[config.mk]
export PLATFORM = sky130hd
export DESIGN_NAME = sample_uart_tx
export DESIGN_NICKNAME = d
export VERILOG_FILES = /design/src/rtl/sample_uart_pkg.sv /design/src/rtl/sample_fifo.sv /design/src/rtl/sample_uart_tx.sv
export SDC_FILE = /design/constraint.sdc
export NUM_CORES = 1
export LEC_CHECK = 0
export BUFFER_PORTS_ARGS = -buffer_cell sky130_fd_sc_hd__buf_2
export CAP_MARGIN = 0
export CORE_MARGIN = 2
export CORE_UTILIZATION = 45
export CTS_BUF_LIST = sky130_fd_sc_hd__clkbuf_16
export DETAILED_ROUTE_END_ITERATION = 6
export SLEW_MARGIN = 20
export SYNTH_ARGS = -nofsm -noshare
export SYNTH_HDL_FRONTEND = slang
export SYNTH_SLANG_ARGS = --single-unit
[constraint.sdc]
create_clock -name clk -period 2 [get_ports clk]
set_input_delay 0.2 -clock clk [delete_from_list [all_inputs] [get_ports clk]]
set_output_delay 0.2 -clock clk [all_outputs]
set_load 0.02 [all_outputs]
[src/rtl/sample_uart_pkg.sv]
// Shared types and constants for the sample UART transmitter.
// Frame layout: sync byte, sample high byte, sample low byte.
package sample_uart_pkg;

  typedef enum logic [1:0] {
    IDLE,
    START,
    DATA,
    STOP
  } tx_state_e;

  localparam logic [7:0] SYNC_BYTE   = 8'hA5;
  localparam int         FRAME_BYTES = 3;

  function automatic int cnt_w(input int n);
    return (n > 1) ? $clog2(n) : 1;
  endfunction

endpackage

[src/rtl/sample_fifo.sv]
// Synchronous FIFO with extra-bit pointers.
// A push into a full FIFO succeeds only when a pop happens in the same cycle.
module sample_fifo #(
  parameter int DEPTH = 4,
  parameter int WIDTH = 9
) (
  input  logic             clk,
  input  logic             rst,
  input  logic             push_i,
  input  logic             pop_i,
  input  logic [WIDTH-1:0] din_i,
  output logic [WIDTH-1:0] dout_o,
  output logic             full_o,
  output logic             empty_o
);

  localparam int AW = $clog2(DEPTH);

  logic [WIDTH-1:0] mem_q [DEPTH];
  logic [AW:0]      wr_q;
  logic [AW:0]      rd_q;
  logic             do_push;
  logic             do_pop;

  assign empty_o = (wr_q == rd_q);
  assign full_o  = (wr_q[AW] != rd_q[AW]) &&
                   (wr_q[AW-1:0] == rd_q[AW-1:0]);
  assign do_pop  = pop_i & ~empty_o;
  assign do_push = push_i & (~full_o | do_pop);
  assign dout_o  = mem_q[rd_q[AW-1:0]];

  // Pointer update
  always_ff @(posedge clk or negedge rst) begin
    if (!rst) begin
      wr_q <= '0;
      rd_q <= '0;
    end else begin
      if (do_push) wr_q <= wr_q + (AW+1)'(1);
      if (do_pop)  rd_q <= rd_q + (AW+1)'(1);
    end
  end

  // Storage write; contents need no reset
  always_ff @(posedge clk) begin
    if (do_push) mem_q[wr_q[AW-1:0]] <= din_i;
  end

endmodule

[src/rtl/sample_uart_tx.sv]
// Buffers decimated samples and sends each one as a
// 3-byte 8N1 UART frame: A5, sample[15:8], sample[7:0].
module sample_uart_tx
  import sample_uart_pkg::*;
#(
  parameter int SAMPLE_W     = 9,
  parameter int CLKS_PER_BIT = 104,
  parameter int FIFO_DEPTH   = 4
) (
  input  logic                clk,
  input  logic                rst,
  input  logic [SAMPLE_W-1:0] sample,
  input  logic                sample_valid,
  input  logic                clear_ovf,
  output logic                tx_out,
  output logic                busy,
  output logic                overflow,
  output logic [7:0]          drop_count
);

  localparam int            CW       = cnt_w(CLKS_PER_BIT);
  localparam logic [CW-1:0] CNT_LAST = CW'(CLKS_PER_BIT - 1);
  localparam logic [1:0]    LAST_BYTE = 2'(FRAME_BYTES - 1);

  tx_state_e     state_q;
  logic [CW-1:0] cnt_q;
  logic [2:0]    bit_q;
  logic [1:0]    byte_q;
  logic [23:0]   frame_q;
  logic          tx_q;
  logic          tx_d;
  logic          ovf_q;
  logic [7:0]    drop_q;

  logic                fifo_full;
  logic                fifo_empty;
  logic                fifo_pop;
  logic [SAMPLE_W-1:0] fifo_dout;
  logic [15:0]         sample_ext;
  logic [7:0]          cur_byte;
  logic                cnt_last;
  logic                drop;

  assign fifo_pop   = (state_q == IDLE) & ~fifo_empty;
  assign drop       = sample_valid & fifo_full & ~fifo_pop;
  assign sample_ext = 16'(fifo_dout);
  assign cur_byte   = frame_q[23:16];
  assign cnt_last   = (cnt_q == CNT_LAST);

  assign tx_out     = tx_q;
  assign busy       = (state_q != IDLE) | ~fifo_empty;
  assign overflow   = ovf_q;
  assign drop_count = drop_q;

  sample_fifo #(
    .DEPTH (FIFO_DEPTH),
    .WIDTH (SAMPLE_W)
  ) u_fifo (
    .clk     (clk),
    .rst     (rst),
    .push_i  (sample_valid),
    .pop_i   (fifo_pop),
    .din_i   (sample),
    .dout_o  (fifo_dout),
    .full_o  (fifo_full),
    .empty_o (fifo_empty)
  );

  // Line level for the current state, registered below
  always_comb begin
    tx_d = 1'b1;
    unique case (state_q)
      START:   tx_d = 1'b0;
      DATA:    tx_d = cur_byte[bit_q];
      default: tx_d = 1'b1;
    endcase
  end

  // Serializer FSM with baud counter and registered line
  always_ff @(posedge clk or negedge rst) begin
    if (!rst) begin
      state_q <= IDLE;
      cnt_q   <= '0;
      bit_q   <= '0;
      byte_q  <= '0;
      frame_q <= '0;
      tx_q    <= 1'b1;
    end else begin
      tx_q <= tx_d;
      unique case (state_q)
        IDLE: begin
          if (!fifo_empty) begin
            frame_q <= {SYNC_BYTE, sample_ext};
            byte_q  <= '0;
            cnt_q   <= '0;
            state_q <= START;
          end
        end
        START: begin
          if (cnt_last) begin
            cnt_q   <= '0;
            bit_q   <= '0;
            state_q <= DATA;
          end else begin
            cnt_q <= cnt_q + CW'(1);
          end
        end
        DATA: begin
          if (cnt_last) begin
            cnt_q <= '0;
            if (bit_q == 3'd7) state_q <= STOP;
            else               bit_q   <= bit_q + 3'd1;
          end else begin
            cnt_q <= cnt_q + CW'(1);
          end
        end
        STOP: begin
          if (cnt_last) begin
            cnt_q <= '0;
            if (byte_q < LAST_BYTE) begin
              byte_q  <= byte_q + 2'd1;
              frame_q <= {frame_q[15:0], 8'h00};
              state_q <= START;
            end else begin
              state_q <= IDLE;
            end
          end else begin
            cnt_q <= cnt_q + CW'(1);
          end
        end
      endcase
    end
  end

  // Sticky overflow and saturating drop counter; a drop beats clear
  always_ff @(posedge clk or negedge rst) begin
    if (!rst) begin
      ovf_q  <= 1'b0;
      drop_q <= '0;
    end else if (drop) begin
      ovf_q <= 1'b1;
      if (clear_ovf)           drop_q <= 8'd1;
      else if (drop_q != 8'hFF) drop_q <= drop_q + 8'd1;
    end else if (clear_ovf) begin
      ovf_q  <= 1'b0;
      drop_q <= '0;
    end
  end

endmodule
* After elaboration in Yosys (flattened, before gate mapping) *
Memories as Yosys holds them, arrays and structs flattened.
Index checks and enable logic that the tools add are counted.

cells by class
  $add $sub $neg = 6
  magnitude comparators = 2
  eq/ne operators = 16
  muxes and demuxes = 33
  bitwise gates (word level) = 10
  reduce and logical (&&, ||, !) cells = 12

operator list
  operator             number
  $mux 24              3
  $pmux 24 s2          1
  $mux 8               4
  $mux 2               8
  $mux 7               2
  $ne 2x2->1 const B   7
  $pmux 7 s2           1
  $reduce_bool 2->1    5
  $add 3x1->3 const B  3
  $mux 3               3
  $add 8x1->8 const B  1
  $ne 8x8->1 const B   1
  $pmux 2 s4           1
  $reduce_and 4->1     2
  $add 7x1->7 const B  1
  $eq 7x7->1 const B   1
  $mux 1               6
  $pmux 3 s2           1
  $and 1x1->1          5
  $reduce_and 5->1     1
  $eq 2x2->1 const B   2
  $lt 3x4->1 const B   1
  $pmux 2 s2           1
  $bmux 1 s3           1
  other kinds (14)     17

word-level totals
  bits in registers = 54
  RAM bits = 36
  bits of input ports = 13
  output and inout bits = 11
  word-level logic and storage cells = 90
  memories = 1

memories
  name          depth  bits a word  read ports  clocked after memory_dff  write ports  line               source
  u_fifo.mem_q  4      9            1           0                         1            sample_fifo.sv:19  logic [WIDTH-1:0] mem_q [DEPTH];

* Logic depth before layout (Yosys ltp) *
  depth in word-level cells = 8
  gate-level depth with buffers = 8
  gate-level depth less buffers = 6

* Modules after synthesis *
From an unflattened synthesis, not the netlist that was laid out.

second synthesis, totals
  cells, all modules = 320
  area total of the unflattened synthesis = 4172.8 µm²

modules (own cells, without submodules)
  module          instances  cells an instance  area each (µm²)  sequential area each (µm²)
  sample_uart_tx  1          226                2431.1           1202.4
  sample_fifo     1          94                 1741.7           1231.2

* Least setup slack after synthesis *
OpenSTA, ideal clock, no wires.

  kind = register to register
  start point = register state_q[0]
  end point = register u_fifo.wr_q[2]
  library setup time = 0.142 ns
  arrival time = 1.815 ns
  required time = 1.858 ns
  path slack = 0.043 ns
  stages on the path, launching flop included = 7
  path buffers = 1
  period minus slack after synthesis = 1.957 ns
  cell sequence = dfrtp_1 inv_1 ha_1 clkbuf_1 o41a_1 and2_1 xor2_1

on the way
  cells in the longest elaborated chain, start to end = 5

RTL lines
  what                    line                   source
  start, declared         sample_uart_tx.sv:25   tx_state_e state_q;
  start signal, assigned  sample_uart_tx.sv:82   state_q <= IDLE;
  start signal, assigned  sample_uart_tx.sv:96   state_q <= START;
  start signal, assigned  sample_uart_tx.sv:103  state_q <= DATA;
  $logic_not 2->1         sample_uart_tx.sv:44   assign fifo_pop = (state_q == IDLE) & ~fifo_empty;
  $and 1x1->1             sample_uart_tx.sv:44
  $and 1x1->1             sample_fifo.sv:28      assign do_pop = pop_i & ~empty_o;
  $or 1x1->1              sample_fifo.sv:29      assign do_push = push_i & (~full_o | do_pop);
  $and 1x1->1             sample_fifo.sv:29
  end signal, assigned    sample_fifo.sv:38      if (do_push) wr_q <= wr_q + (AW+1)'(1);
  end, declared           sample_fifo.sv:20      logic [AW:0] wr_q;

Every way passes these cells.
A chain may end at the register's enable or synchronous reset.

* Final worst setup path *
  start point = register state_q[1]
  end point = output port busy

on the way
  cells in the longest elaborated chain, start to end = 2

RTL lines
  what               line                  source
  $reduce_bool 2->1  sample_uart_tx.sv:51  assign busy = (state_q != IDLE) | ~fifo_empty;
  $or 1x1->1         sample_uart_tx.sv:51
  end, declared      sample_uart_tx.sv:16  output logic busy,

Every way passes these cells.

==> flow_results.xml <==
<?xml version="1.0" encoding="UTF-8"?>
<metrics>
  <group name="run_status">
    <metric name="status" unit="">complete, but fails checks</metric>
    <metric name="failed_checks" unit="">negative setup slack</metric>
  </group>
  <group name="grt">
    <metric name="grt_max_degree" unit="">22</metric>
    <metric name="grt_pass1_wl" unit="um">13300</metric>
    <metric name="initial_antenna_violation_count" unit="">0</metric>
    <metric name="grt-ovfl-total" unit="">0</metric>
    <metric name="grtUsageTotal" unit="%">16.9</metric>
    <metric name="first_global_vias" unit="">2704</metric>
  </group>
  <group name="placed_design">
    <metric name="placement.io_buffers" unit="">23</metric>
    <metric name="gp_routability_congestion" unit="">0.760</metric>
    <metric name="detailed_place.area" unit="um2">4600</metric>
    <metric name="dp_hpwl" unit="um">5330</metric>
  </group>
  <group name="logic_synthesis">
    <metric name="synth_top_cells_by_area" unit="">sky130_fd_sc_hd__dfrtp_1, sky130_fd_sc_hd__edfxtp_1, sky130_fd_sc_hd__mux4_2</metric>
    <metric name="post_synth.cell_area_avg" unit="um2">13.9</metric>
    <metric name="synth.most_common_cell" unit="">sky130_fd_sc_hd__dfrtp_1</metric>
    <metric name="post_synthesis_cell_area" unit="um2">4130</metric>
    <metric name="netlist.area_leader.share" unit="%">32.1</metric>
    <metric name="yosys_warnings" unit="">0</metric>
    <metric name="most_frequent_cells_after_synthesis" unit="">sky130_fd_sc_hd__dfrtp_1, sky130_fd_sc_hd__edfxtp_1, sky130_fd_sc_hd__mux2_2, sky130_fd_sc_hd__a22o_1, sky130_fd_sc_hd__nand2_1</metric>
    <metric name="synth_edf_count" unit="">36</metric>
    <metric name="yosys.cell_types.count" unit="">49</metric>
    <metric name="seq_area_frac_synth" unit="%">59.0</metric>
    <metric name="synth-seq-cells" unit="">90</metric>
    <metric name="synth.net_count" unit="">322</metric>
    <metric name="synth.largest_area_cell" unit="">sky130_fd_sc_hd__dfrtp_1</metric>
    <metric name="synthesis.instances" unit="">296</metric>
    <metric name="synth-async-reset-ratio" unit="%">60.0</metric>
    <metric name="synth-main-ff-cell" unit="">sky130_fd_sc_hd__dfrtp_1</metric>
  </group>
  <group name="cells_and_area">
    <metric name="areaGrowthSynthToFinish" unit="%">23.8</metric>
    <metric name="stdcell_area" unit="um2">5110</metric>
    <metric name="post_route_cells_drive_above_1_share" unit="%">37.9</metric>
    <metric name="final_nets" unit="">393</metric>
    <metric name="number_of_inserted_diodes" unit="">0</metric>
    <metric name="final_util" unit="%">58.0</metric>
  </group>
  <group name="sta">
    <metric name="rsz_0062_raised_after_global_routing" unit="">yes</metric>
    <metric name="post-route-min-period" unit="ns">2.03</metric>
    <metric name="achievable_freq" unit="GHz">0.492</metric>
    <metric name="timing.max_slew.rel_slack" unit="%">66.2</metric>
    <metric name="worst_hold_margin" unit="ns">0.0689</metric>
    <metric name="timing.final.crit_share" unit="%">102</metric>
    <metric name="finalSetupViolations" unit="">1</metric>
    <metric name="actual_transition_at_the_worst_max_transition_pin" unit="ns">0.505</metric>
    <metric name="clock-skew-final" unit="ns">0.00915</metric>
    <metric name="setup_slack" unit="ns">-0.0345</metric>
    <metric name="hold_viol" unit="">0</metric>
    <metric name="drv_slew" unit="">0</metric>
    <metric name="setup-tns-final" unit="ns">-0.0345</metric>
  </group>
  <group name="power_and_ir_drop">
    <metric name="powerDensity" unit="nW/um2">908</metric>
    <metric name="ir_drop" unit="mV">0.528</metric>
    <metric name="totalPowerFinal" unit="mW">4.64</metric>
    <metric name="static-leakage-power" unit="nW">2.08</metric>
  </group>
  <group name="setup_path">
    <metric name="crit_path_end_kind" unit="">output port</metric>
    <metric name="cp_max_fo" unit="">6</metric>
    <metric name="worstSetupPathType" unit="">flip-flop to output port</metric>
    <metric name="reg2reg_depth" unit="">6</metric>
    <metric name="worst-endpoint-arrival" unit="ns">1.83</metric>
    <metric name="startpoint_type" unit="">flip-flop</metric>
    <metric name="timing.critical_path.required" unit="ns">1.80</metric>
  </group>
  <group name="clocking">
    <metric name="cts_buffers" unit="">9</metric>
    <metric name="ctsLongestPathBuffers" unit="">2</metric>
    <metric name="cts_sinks" unit="">90</metric>
    <metric name="cts.clk_slew.worst_paths" unit="ns">0.07</metric>
    <metric name="htree_levels" unit="">3</metric>
    <metric name="clock_tree_from_tritoncts" unit="">yes</metric>
    <metric name="cts_root_buffer" unit="">sky130_fd_sc_hd__clkbuf_16</metric>
    <metric name="worst_skew_pair.late_latency" unit="ns">0.34</metric>
  </group>
  <group name="detailed_routing">
    <metric name="met1Wirelength" unit="um">3580</metric>
    <metric name="dr_wl_met3" unit="um">146</metric>
    <metric name="drtAntennaViolNets" unit="">0</metric>
    <metric name="route.top_layer_used" unit="">met4</metric>
    <metric name="finalWirelength" unit="um">7820</metric>
    <metric name="routed-wl-met2" unit="um">3960</metric>
    <metric name="first_iter_violations" unit="">90</metric>
    <metric name="routed_via_density" unit="">5.52</metric>
    <metric name="drt_pass1_iterations" unit="">4</metric>
    <metric name="post-route-drc-count" unit="">0</metric>
    <metric name="wl_per_cell" unit="um">16.3</metric>
    <metric name="detailroute.via_count" unit="">2651</metric>
  </group>
  <group name="worst_hold_path">
    <metric name="hold_class" unit="">input pin to flip-flop</metric>
    <metric name="timing.hold.worst_path_depth" unit="">1</metric>
  </group>
  <group name="floorplan">
    <metric name="chipWidth" unit="um">99.8</metric>
    <metric name="floorplan.core_area" unit="um2">8810</metric>
    <metric name="die_h" unit="um">99.8</metric>
    <metric name="number_of_top_level_pins" unit="">24</metric>
    <metric name="number_of_placement_rows" unit="">34</metric>
    <metric name="effective_utilization_at_floorplan" unit="%">46.9</metric>
    <metric name="floorplan.die_area" unit="um2">9950</metric>
  </group>
  <group name="job">
    <metric name="maxCapViolations" unit="">0</metric>
  </group>
</metrics>
flip-flops by register name, summed over array words and instances (netlist names):
| signal | flops |
|---|---|
| frame_q | 24 |
| drop_count | 8 |
| tx_out | 1 |
| cnt_q | 7 |
| u_fifo.mem_q | 36 |
| overflow | 1 |
| state_q | 2 |
| bit_q | 3 |
| u_fifo.wr_q | 3 |
| byte_q | 2 |
| u_fifo.rd_q | 3 |
routing by layer:
layer | GRT usage (%) | vias to the layer above
met3 | 2.81 | 11
met1 | 22.5 | 1335
met2 | 27.5 | 36
li1 | - | 1269
met5 | 0 | -
met4 | 7.69 | 0
layout make-up:
type | count | area (um2)
well taps | 108 | 135
fillers | 702 | 3700
clock buffers | 9 | 225
clock inverters | 7 | 70.1
inverters | 11 | 41.3
multi-input cells | 184 | 1710
repair buffers | 71 | 493
flip-flops and latches | 90 | 2430
metrics by stage:
stage	worst slack, ns	instances
final	-0.0345	480
after global routing	-0.110	480
after CTS	-0.0992	471
after detailed placement	-0.156	453
after global placement	-0.116	453
after floorplan	0.0432	296
final timing paths:
path                             from            endpoint  slack (ns)
max                        state_q[1]                busy       -0.03
min                         sample[7]  u_fifo.mem_q[2][7]        0.07
max in group asynchronous         rst              tx_out        0.99
min in group asynchronous         rst          frame_q[7]        0.35
max reg2reg                state_q[1]      u_fifo.wr_q[2]        0.06
min reg2reg                frame_q[2]         frame_q[10]        0.49
logic make-up after synthesis:
kind of cell / synth area share, %
flops: 59.0
compound gates: 10.0
mux: 11.6
buf+inv: 2.43
fa+ha+maj: 3.94
simple gates: 10.2
xor+xnor: 2.73
power breakdown:
group          switching (mW)  leakage [nW]  internal [mW]  total (mW)
sequential             0.0709          1.01           2.13        2.20
combinational           0.443         0.927          0.347       0.789
clock                   0.767         0.144          0.881        1.65
critical path, stage by stage, from the launching register on:
cell	delay (ns)
sky130_fd_sc_hd__dfrtp_1	0.43
sky130_fd_sc_hd__inv_2	0.10
sky130_fd_sc_hd__ha_4	0.14
sky130_fd_sc_hd__inv_2	0.05
sky130_fd_sc_hd__nor4_4	0.35
sky130_fd_sc_hd__buf_4	0.22
sky130_fd_sc_hd__inv_2	0.05
sky130_fd_sc_hd__buf_4	0.15
cell usage in the layout, fill, tap and decap left out, drive strengths merged, types with 2 or more instances in the layout:
cell type	count
xor2	4
ha	13
or4	4
nor2	4
o41ai	2
buf	70
mux2	18
a31oi	3
a41oi	2
and2	4
inv	16
o31ai	4
nand3	12
nand2	16
xnor2	8
nand4	3
nand2b	8
mux2i	3
dfrtp	53
clkbuf	9
a21oi	9
o21ai	7
and3	3
mux4	11
nand4b	2
a22o	17
o311ai	2
nor2b	10
nor3	2
edfxtp	36
timing repair:
action,CTS,global route
gates resized for setup,12,13
hold buffers,1,0
pin swaps,2,5
setup buffers,0,9
cloned,1,0
hold endpoints to repair,19,0
setup endpoints to repair,55,21
No activity file was read; power rests on OpenSTA's default activity.
